`src/rtl/multicycle_control_fsm_if.sv`:
```
`default_nettype none
// ============================================================================
// Module : multicycle_control_fsm_if
// Desc   : Instruction-field inputs and datapath control outputs of the
//          multicycle control FSM.
// Rev    : 1.0
// ============================================================================
interface multicycle_control_fsm_if;
  logic [6:0] op;
  logic [2:0] funct3;
  logic       funct7b5;
  logic       zero;
  logic       PCWrite;
  logic       AdrSrc;
  logic       MemWrite;
  logic       IRWrite;
  logic [1:0] ResultSrc;
  logic [1:0] ALUSrcA;
  logic [1:0] ALUSrcB;
  logic       RegWrite;
  logic [1:0] ImmSrc;
  logic [2:0] ALUControl;
  logic       illegal_op;

  modport master (
    output op, funct3, funct7b5, zero,
    input  PCWrite, AdrSrc, MemWrite, IRWrite, ResultSrc, ALUSrcA, ALUSrcB,
           RegWrite, ImmSrc, ALUControl, illegal_op
  );

  modport slave (
    input  op, funct3, funct7b5, zero,
    output PCWrite, AdrSrc, MemWrite, IRWrite, ResultSrc, ALUSrcA, ALUSrcB,
           RegWrite, ImmSrc, ALUControl, illegal_op
  );
endinterface
`default_nettype wire

```
`src/rtl/multicycle_control_fsm.sv`:
```
`default_nettype none
// ============================================================================
// Module : multicycle_control_fsm
// Desc   : Multicycle RISC-V control unit: state sequencing, mux selects,
//          write enables and ALU control decode.
// Rev    : 1.0
// ============================================================================
module multicycle_control_fsm #(
  parameter int STATE_W = 4
) (
  input  logic                    clk,
  input  logic                    reset,
  multicycle_control_fsm_if.slave bus,
  output logic [STATE_W-1:0]      state
);

  localparam logic [STATE_W-1:0] S_FETCH    = STATE_W'(0);
  localparam logic [STATE_W-1:0] S_DECODE   = STATE_W'(1);
  localparam logic [STATE_W-1:0] S_MEMADR   = STATE_W'(2);
  localparam logic [STATE_W-1:0] S_MEMREAD  = STATE_W'(3);
  localparam logic [STATE_W-1:0] S_MEMWB    = STATE_W'(4);
  localparam logic [STATE_W-1:0] S_MEMWRITE = STATE_W'(5);
  localparam logic [STATE_W-1:0] S_EXECR    = STATE_W'(6);
  localparam logic [STATE_W-1:0] S_EXECI    = STATE_W'(7);
  localparam logic [STATE_W-1:0] S_ALUWB    = STATE_W'(8);
  localparam logic [STATE_W-1:0] S_BEQ      = STATE_W'(9);
  localparam logic [STATE_W-1:0] S_JAL      = STATE_W'(10);

  localparam logic [6:0] OP_LW  = 7'b0000011;
  localparam logic [6:0] OP_SW  = 7'b0100011;
  localparam logic [6:0] OP_R   = 7'b0110011;
  localparam logic [6:0] OP_I   = 7'b0010011;
  localparam logic [6:0] OP_BEQ = 7'b1100011;
  localparam logic [6:0] OP_JAL = 7'b1101111;

  localparam logic [1:0] ALUOP_ADD   = 2'b00;
  localparam logic [1:0] ALUOP_SUB   = 2'b01;
  localparam logic [1:0] ALUOP_FUNCT = 2'b10;

  logic [STATE_W-1:0] r_state;
  logic [STATE_W-1:0] w_next;
  logic [1:0]         w_aluop;
  logic               w_pcwrite, w_memwrite, w_irwrite, w_regwrite, w_illegal;
  logic               w_adrsrc;
  logic [1:0]         w_resultsrc, w_alusrca, w_alusrcb;
  logic [2:0]         w_alucontrol;
  logic [1:0]         w_immsrc;

  always_ff @(posedge clk) begin
    if (reset) r_state <= S_FETCH;
    else       r_state <= w_next;
  end

  always_comb begin
    w_next      = S_FETCH;
    w_aluop     = ALUOP_ADD;
    w_pcwrite   = 1'b0;
    w_memwrite  = 1'b0;
    w_irwrite   = 1'b0;
    w_regwrite  = 1'b0;
    w_illegal   = 1'b0;
    w_adrsrc    = 1'b0;
    w_resultsrc = 2'b00;
    w_alusrca   = 2'b00;
    w_alusrcb   = 2'b00;
    case (r_state)
      S_FETCH: begin
        w_next      = S_DECODE;
        w_irwrite   = 1'b1;
        w_alusrcb   = 2'b10;
        w_resultsrc = 2'b10;
        w_pcwrite   = 1'b1;
      end
      S_DECODE: begin
        // ALU precomputes the branch target OldPC + imm while decoding
        w_alusrca = 2'b01;
        w_alusrcb = 2'b01;
        case (bus.op)
          OP_LW, OP_SW: w_next = S_MEMADR;
          OP_R:         w_next = S_EXECR;
          OP_I:         w_next = S_EXECI;
          OP_BEQ:       w_next = S_BEQ;
          OP_JAL:       w_next = S_JAL;
          default:      w_illegal = 1'b1;
        endcase
      end
      S_MEMADR: begin
        w_next    = (bus.op == OP_LW) ? S_MEMREAD : S_MEMWRITE;
        w_alusrca = 2'b10;
        w_alusrcb = 2'b01;
      end
      S_MEMREAD: begin
        w_next   = S_MEMWB;
        w_adrsrc = 1'b1;
      end
      S_MEMWB: begin
        w_resultsrc = 2'b01;
        w_regwrite  = 1'b1;
      end
      S_MEMWRITE: begin
        w_adrsrc   = 1'b1;
        w_memwrite = 1'b1;
      end
      S_EXECR: begin
        w_next    = S_ALUWB;
        w_alusrca = 2'b10;
        w_aluop   = ALUOP_FUNCT;
      end
      S_EXECI: begin
        w_next    = S_ALUWB;
        w_alusrca = 2'b10;
        w_alusrcb = 2'b01;
        w_aluop   = ALUOP_FUNCT;
      end
      S_ALUWB: w_regwrite = 1'b1;
      S_BEQ: begin
        w_alusrca = 2'b10;
        w_aluop   = ALUOP_SUB;
        w_pcwrite = bus.zero;
      end
      S_JAL: begin
        w_next    = S_ALUWB;
        w_alusrca = 2'b01;
        w_alusrcb = 2'b10;
        w_pcwrite = 1'b1;
      end
      default: w_next = S_FETCH;
    endcase
  end

  // Subtract only for R-type funct7b5; I-type bit 30 is immediate data
  always_comb begin
    w_alucontrol = 3'b000;
    if (w_aluop == ALUOP_SUB) begin
      w_alucontrol = 3'b001;
    end else if (w_aluop == ALUOP_FUNCT) begin
      case (bus.funct3)
        3'b000:  w_alucontrol = (bus.op[5] & bus.funct7b5) ? 3'b001 : 3'b000;
        3'b010:  w_alucontrol = 3'b101;
        3'b110:  w_alucontrol = 3'b011;
        3'b111:  w_alucontrol = 3'b010;
        default: w_alucontrol = 3'b000;
      endcase
    end
  end

  always_comb begin
    case (bus.op)
      OP_SW:   w_immsrc = 2'b01;
      OP_BEQ:  w_immsrc = 2'b10;
      OP_JAL:  w_immsrc = 2'b11;
      default: w_immsrc = 2'b00;
    endcase
  end

  assign bus.PCWrite    = w_pcwrite  & ~reset;
  assign bus.MemWrite   = w_memwrite & ~reset;
  assign bus.IRWrite    = w_irwrite  & ~reset;
  assign bus.RegWrite   = w_regwrite & ~reset;
  assign bus.illegal_op = w_illegal  & ~reset;
  assign bus.AdrSrc     = w_adrsrc;
  assign bus.ResultSrc  = w_resultsrc;
  assign bus.ALUSrcA    = w_alusrca;
  assign bus.ALUSrcB    = w_alusrcb;
  assign bus.ALUControl = w_alucontrol;
  assign bus.ImmSrc     = w_immsrc;
  assign state          = r_state;

endmodule
`default_nettype wire

```
`src/flat_wrapper.sv`:
```
// flat-port wrapper written by rule: the top's interface ports become plain ports
module multicycle_control_fsm_flat 
#(
  parameter int STATE_W = 4
)
  (clk, reset, state, bus_op, bus_funct3, bus_funct7b5, bus_zero, bus_PCWrite, bus_AdrSrc, bus_MemWrite, bus_IRWrite, bus_ResultSrc, bus_ALUSrcA, bus_ALUSrcB, bus_RegWrite, bus_ImmSrc, bus_ALUControl, bus_illegal_op);
  multicycle_control_fsm_if bus_i ();
  input  logic clk;
  input  logic reset;
  output logic [STATE_W-1:0] state;
  input wire logic [$bits(bus_i.op)-1:0] bus_op;
  input wire logic [$bits(bus_i.funct3)-1:0] bus_funct3;
  input wire logic [$bits(bus_i.funct7b5)-1:0] bus_funct7b5;
  input wire logic [$bits(bus_i.zero)-1:0] bus_zero;
  output wire logic [$bits(bus_i.PCWrite)-1:0] bus_PCWrite;
  output wire logic [$bits(bus_i.AdrSrc)-1:0] bus_AdrSrc;
  output wire logic [$bits(bus_i.MemWrite)-1:0] bus_MemWrite;
  output wire logic [$bits(bus_i.IRWrite)-1:0] bus_IRWrite;
  output wire logic [$bits(bus_i.ResultSrc)-1:0] bus_ResultSrc;
  output wire logic [$bits(bus_i.ALUSrcA)-1:0] bus_ALUSrcA;
  output wire logic [$bits(bus_i.ALUSrcB)-1:0] bus_ALUSrcB;
  output wire logic [$bits(bus_i.RegWrite)-1:0] bus_RegWrite;
  output wire logic [$bits(bus_i.ImmSrc)-1:0] bus_ImmSrc;
  output wire logic [$bits(bus_i.ALUControl)-1:0] bus_ALUControl;
  output wire logic [$bits(bus_i.illegal_op)-1:0] bus_illegal_op;
  assign bus_i.op = bus_op;
  assign bus_i.funct3 = bus_funct3;
  assign bus_i.funct7b5 = bus_funct7b5;
  assign bus_i.zero = bus_zero;
  assign bus_PCWrite = bus_i.PCWrite;
  assign bus_AdrSrc = bus_i.AdrSrc;
  assign bus_MemWrite = bus_i.MemWrite;
  assign bus_IRWrite = bus_i.IRWrite;
  assign bus_ResultSrc = bus_i.ResultSrc;
  assign bus_ALUSrcA = bus_i.ALUSrcA;
  assign bus_ALUSrcB = bus_i.ALUSrcB;
  assign bus_RegWrite = bus_i.RegWrite;
  assign bus_ImmSrc = bus_i.ImmSrc;
  assign bus_ALUControl = bus_i.ALUControl;
  assign bus_illegal_op = bus_i.illegal_op;
  multicycle_control_fsm #(.STATE_W(STATE_W)) u_core (.clk(clk), .reset(reset), .bus(bus_i), .state(state));
endmodule
```
`config.mk`:
```
export PLATFORM = sky130hd
export DESIGN_NAME = multicycle_control_fsm_flat
export DESIGN_NICKNAME = d
export VERILOG_FILES = /design/src/rtl/multicycle_control_fsm_if.sv /design/src/rtl/multicycle_control_fsm.sv /design/src/flat_wrapper.sv
export SDC_FILE = /design/constraint.sdc
export NUM_CORES = 1
export LEC_CHECK = 0
export CAP_MARGIN = 20
export CORE_UTILIZATION = 31
export DETAILED_ROUTE_END_ITERATION = 10
export PLACE_DENSITY = 0.85
export SLEW_MARGIN = 40
export SYNTH_ARGS = -nofsm -noshare
export SYNTH_HDL_FRONTEND = slang
export SYNTH_SLANG_ARGS = --single-unit
```
`constraint.sdc`:
```
create_clock -name clk -period 1.2 [get_ports clk]
set_input_delay 0.24 -clock clk [delete_from_list [all_inputs] [get_ports clk]]
set_output_delay 0.24 -clock clk [all_outputs]
set_load 0.02 [all_outputs]
```
==> flow_metrics.py, run 1 <==
metrics = {
    "logic_synthesis": {
        "synthCells": 72,
        "syn-mean-instance-area_um2": 7.12,
        "yosys_register_bits": 4,
        "ys_types": 33,
        "synth_area_um2": 513,
        "synth.net_count": 86,
        "yosys_warnings": 0,
        "yosysSeqAreaShare": 0.156,
    },
    "sta": {
        "worstEndpointType": "primary output",
        "worst_endpoint": "bus_PCWrite",
    },
    "grt": {
        "grt_max_degree": 9,
    },
    "placement": {
        "gp_congestion": 0.752,
        "dpl.hpwl_um": 1740,
        "dp_cells": 150,
        "place.port_buffers": 34,
    },
    "floorplan": {
        "die_y_um": 42.7,
        "rows": 14,
        "pin_count": 35,
        "initial_core_util": 0.337,
        "dieWidth_um": 42.7,
    },
    "outcome": {
        "error_line": "[ERROR DPL-0038] Utilization greater than 100%, impossible to legalize",
        "lastStage": "global routing (5_1_grt)",
        "outcome": "did not finish",
    },
    "cts": {
        "h-tree-depth": 1,
        "cts_sinks": 4,
        "root_buffer": "clkbuf_4",
        "cts_buffers": 3,
        "cts_buffer_depth": 2,
    },
}
[cells by family after synthesis]
| logic type | after synthesis | share of synthesized area |
|---|---|---|
| muxes | 1 | 0.0195 |
| AOI/OAI and AO/OA | 14 | 0.220 |
| DFF | 4 | 0.156 |
| buffers and inverters | 6 | 0.0561 |
| xor gates and xnor gates | 3 | 0.0512 |
| and+or+nand+nor | 44 | 0.498 |
[cell usage after synthesis]
master | instances | area, um2
a31oi_1 | 1 | 6.26
o41a_1 | 1 | 11.3
nor3_1 | 6 | 30.0
xnor2_1 | 2 | 17.5
and3_1 | 2 | 12.5
xor2_1 | 1 | 8.76
nor4b_1 | 1 | 8.76
inv_1 | 1 | 3.75
mux2i_1 | 1 | 10.0
nand2_1 | 5 | 18.8
nor2_1 | 8 | 30.0
buf_2 | 5 | 25.0
nand3b_1 | 2 | 15.0
o2bb2ai_1 | 1 | 8.76
or3b_1 | 1 | 8.76
a21oi_1 | 2 | 10.0
o32ai_1 | 1 | 8.76
dfxtp_1 | 4 | 80.1
o221a_2 | 2 | 22.5
o21ai_0 | 1 | 5.00
nor3b_1 | 1 | 7.51
a211o_1 | 1 | 8.76
nor2b_1 | 4 | 25.0
nor4_1 | 5 | 31.3
o21bai_1 | 1 | 7.51
a211oi_1 | 1 | 7.51
nand4bb_1 | 1 | 11.3
nand2b_1 | 5 | 31.3
a21oi_2 | 1 | 8.76
and3b_2 | 1 | 10.0
or3b_2 | 1 | 8.76
o31ai_1 | 1 | 7.51
or3_1 | 1 | 6.26
[metrics by stage]
stage	setup TNS (ns)	cell area, um2	setup slack [ns]	hold slack [ns]	utilization
floorplan	-1.36	721	-0.230	0.406	-
global placement	-14.28	1260	-0.972	0.620	0.828
detailed placement	-14.82	1260	-0.985	0.631	0.828
CTS	-5.21	1440	-0.395	0.520	0.945
[repair_timing]
item | 4_1_cts
endpoints found under the hold margin | 0
pin swaps | 12
resized for setup | 178
setup endpoints to repair | 25
setup buffers | 4
hold buffers | 0
==> run 2, diff against run 1 <==
--- a/config.mk
+++ b/config.mk
@@ -6,9 +6,10 @@
 export NUM_CORES = 1
 export LEC_CHECK = 0
 export CAP_MARGIN = 20
-export CORE_UTILIZATION = 31
+export CORE_AREA = 2 2 63 65
 export DETAILED_ROUTE_END_ITERATION = 10
-export PLACE_DENSITY = 0.85
+export DIE_AREA = 0 0 65 67
+export PLACE_DENSITY_LB_ADDON = 0.15
 export SLEW_MARGIN = 40
 export SYNTH_ARGS = -nofsm -noshare
 export SYNTH_HDL_FRONTEND = slang
==> constraint.sdc (replaced) <==
create_clock -name clk -period 1.55 [get_ports clk]
set_input_delay 0.31 -clock clk [delete_from_list [all_inputs] [get_ports clk]]
set_output_delay 0.31 -clock clk [all_outputs]
set_load 0.02 [all_outputs]
==> run 2 against run 1 <==
Against the previous run:
- synthesized cell count did not move
- synthesized area did not move
- the flow now finishes, with violations (negative setup slack)
==> flow_metrics.py, run 2 <==
metrics = {
    "finish": {
        "final_cell_mix": "buf_4 (39), buf_6 (12), dlygate4sd2_1 (9)",
        "final_common_cell": "buf_4",
        "largest_reg_flops": 4,
        "layout-drive-gt1-share": 0.768,
        "fin_cells": 190,
        "nets": 158,
        "diodes": 0,
        "area_growth_pct": 180,
        "fillers": 384,
        "finalInstanceArea_mm2": 0.00144,
    },
    "floorplan": {
        "initial_core_util": 0.142,
        "rows": 22,
        "dieWidth_um": 65,
        "pin_count": 35,
        "die_y_um": 67,
        "fp.coreArea_mm2": 0.00361,
        "die-area_mm2": 0.00436,
    },
    "sta": {
        "skew_ns": 0.00122,
        "worst-slew-pin-transition_ns": 0.315,
        "setup_viol": 8,
        "period_minus_slack_ns": 1.63,
        "fin_ws_ns": -0.0799,
        "finalMaxSlewViolations": 0,
        "period_share": 1.05,
        "slew_headroom": 0.787,
        "finalHoldViolations": 0,
        "grt_setup_unrepaired": "yes",
        "clock.fmax_mhz": 614,
    },
    "setup_path": {
        "crit_slowest_cell": "or3_4",
        "path_delay_family": "simple AND/OR/NAND/NOR gates",
        "slowest_delay_ns": 0.42,
        "crit_chain": "or3_4 > nor4_4 > buf_4",
        "ff2ff_path_depth": 4,
        "cp_num_buf_inv": 1,
        "crit_fanout": 4,
        "critPathLaunchType": "register",
        "end_kind": "primary output",
        "critPathArrivalTime_ns": 1.32,
        "path_class": "reg -> out",
        "cp.required_ns": 1.24,
        "crit_cells": 3,
    },
    "drt": {
        "dr_total_vias": 802,
        "firstDrtPassIters": 2,
        "drc": 0,
        "drtIter0Drc": 10,
        "wl_per_cell_um": 12.4,
        "routed_wl_um": 2350,
        "vias_per_cell": 4.22,
        "ant_nets": 0,
    },
    "flow_run": {
        "max_cap_viol_count": 0,
    },
    "hold_path": {
        "hold_path.class": "in -> reg",
        "hold_depth": 5,
    },
    "logic_synthesis": {
        "ys_types": 33,
        "synth.net_count": 86,
        "synth_largest_area_cell": "dfxtp_1",
        "synthArstFlopShare": 0,
        "synth-edff-count": 0,
        "synth_top_area_share": 0.156,
        "ys_top_cells_by_area": "dfxtp_1 (16%), nand2b_1 (6.1%), nor4_1 (6.1%)",
        "ys.flop_type": "dfxtp_1",
        "syn-mean-instance-area_um2": 7.12,
        "yosys-top-cells-count": "nor2_1 (8), nor3_1 (6)",
        "synth_area_um2": 513,
        "synthCells": 72,
        "yosysSeqAreaShare": 0.156,
        "yosys_register_bits": 4,
        "yosysMostFrequentCell": "nor2_1",
        "yosys_warnings": 0,
    },
    "grt": {
        "grt_max_degree": 12,
        "antenna_found_initial": 0,
        "grt_pass1_wl_um": 3860,
        "grt-ovfl-total": 0,
        "grt_pass1_vias": 873,
        "grt_usage": 0.115,
    },
    "cts": {
        "h-tree-depth": 1,
        "cts_tree": "built",
        "cts_buffers": 3,
        "clk_latency_ns": 0.21,
        "root_buffer": "clkbuf_8",
        "cts_sinks": 4,
        "cts_buffer_depth": 2,
        "clk_pin_slew_ns": 0.03,
    },
    "power": {
        "ir_drop_uv": 143,
        "power.density_mw_per_mm2": 387,
        "p_leak_nw": 0.637,
    },
    "placement": {
        "place.port_buffers": 34,
        "pre_cts_slack_ns": -0.845,
        "placed_area_mm2": 0.00121,
        "dp_cells": 180,
        "dpl.hpwl_um": 1840,
        "gp_congestion": 0.732,
    },
    "outcome": {
        "outcome": "complete, but fails checks",
        "violations": "negative setup slack",
    },
}
run 2: cell counts after synthesis:
No cell type changed its count.
run 2: final timing paths:
check | start | endpoint | slack (ns)
hold / removal | bus_op[4] | u_core.state[2] | 0.60
setup reg to reg | u_core.state[1] | u_core.state[1] | 0.18
hold reg to reg | u_core.state[3] | u_core.state[1] | 0.70
setup / recovery | u_core.state[2] | bus_illegal_op | -0.08
run 2: tightest hold or removal path, stage by stage:
cell,delay (ns)
buf_6,0.09
buf_4,0.13
nor2_1,0.08
nor2_1,0.05
o221a_2,0.11
run 2: kinds of logic (layout without fill, tap and decap cells):
kind of cell           after synthesis  after routing  synth area share
AND/OR/NAND/NOR                     44             44             0.498
flip-flops                           4              4             0.156
XOR/XNOR                             3              3            0.0512
AO/OA/AOI/OAI                       14             14             0.220
multiplexers                         1              1            0.0195
buffers and inverters                6             76            0.0561
run 2: cell type report:
cell class,count,area (um2),area share
Inverter,1,3.75,0.00261
Timing Repair Buffer,72,601,0.418
Multi-Input combinational cell,62,637,0.443
Sequential cell,4,95.1,0.0661
Clock buffer,3,41.3,0.0287
Tap cell,48,60.1,0.0418
run 2: report_power, final:
| part | leakage (nW) | internal (mW) | switching, mW |
|---|---|---|---|
| Combinational | 0.580 | 0.129 | 0.106 |
| Clock | 0.0216 | 0.165 | 0.0508 |
| Sequential | 0.0355 | 0.101 | 0.00478 |
| Total | 0.637 | 0.395 | 0.161 |
run 2: timing repair:
| action | in CTS | in global routing |
|---|---|---|
| resized for setup | 144 | 27 |
| pin swaps | 14 | 11 |
| hold buffers | 0 | 0 |
| setup buffers | 5 | 3 |
| cloned | 0 | 0 |
| setup endpoints to repair | 23 | 16 |
run 2: metal layers:
layer / part of all wire / up-vias / GRT usage
li1: - / 411 / -
met4: 0.0034 / 0 / 0.0399
met5: 0 / - / 0
met2: 0.54 / 25 / 0.220
met3: 0.047 / 2 / 0.00845
met1: 0.41 / 364 / 0.134
run 2: metrics by stage:
step	power [mW]	utilization	TNS [ns]	hold slack, ns
floorplan	0.195	-	-0.257	0.478
global placement	0.322	0.335	-9.41	0.627
detailed placement	0.323	0.335	-9.63	0.623
CTS	0.549	0.372	-0.410	0.607
global route	0.583	0.399	-0.829	0.651
finish	0.556	0.399	-0.324	0.595
Power figures use the tool's default switching activity.
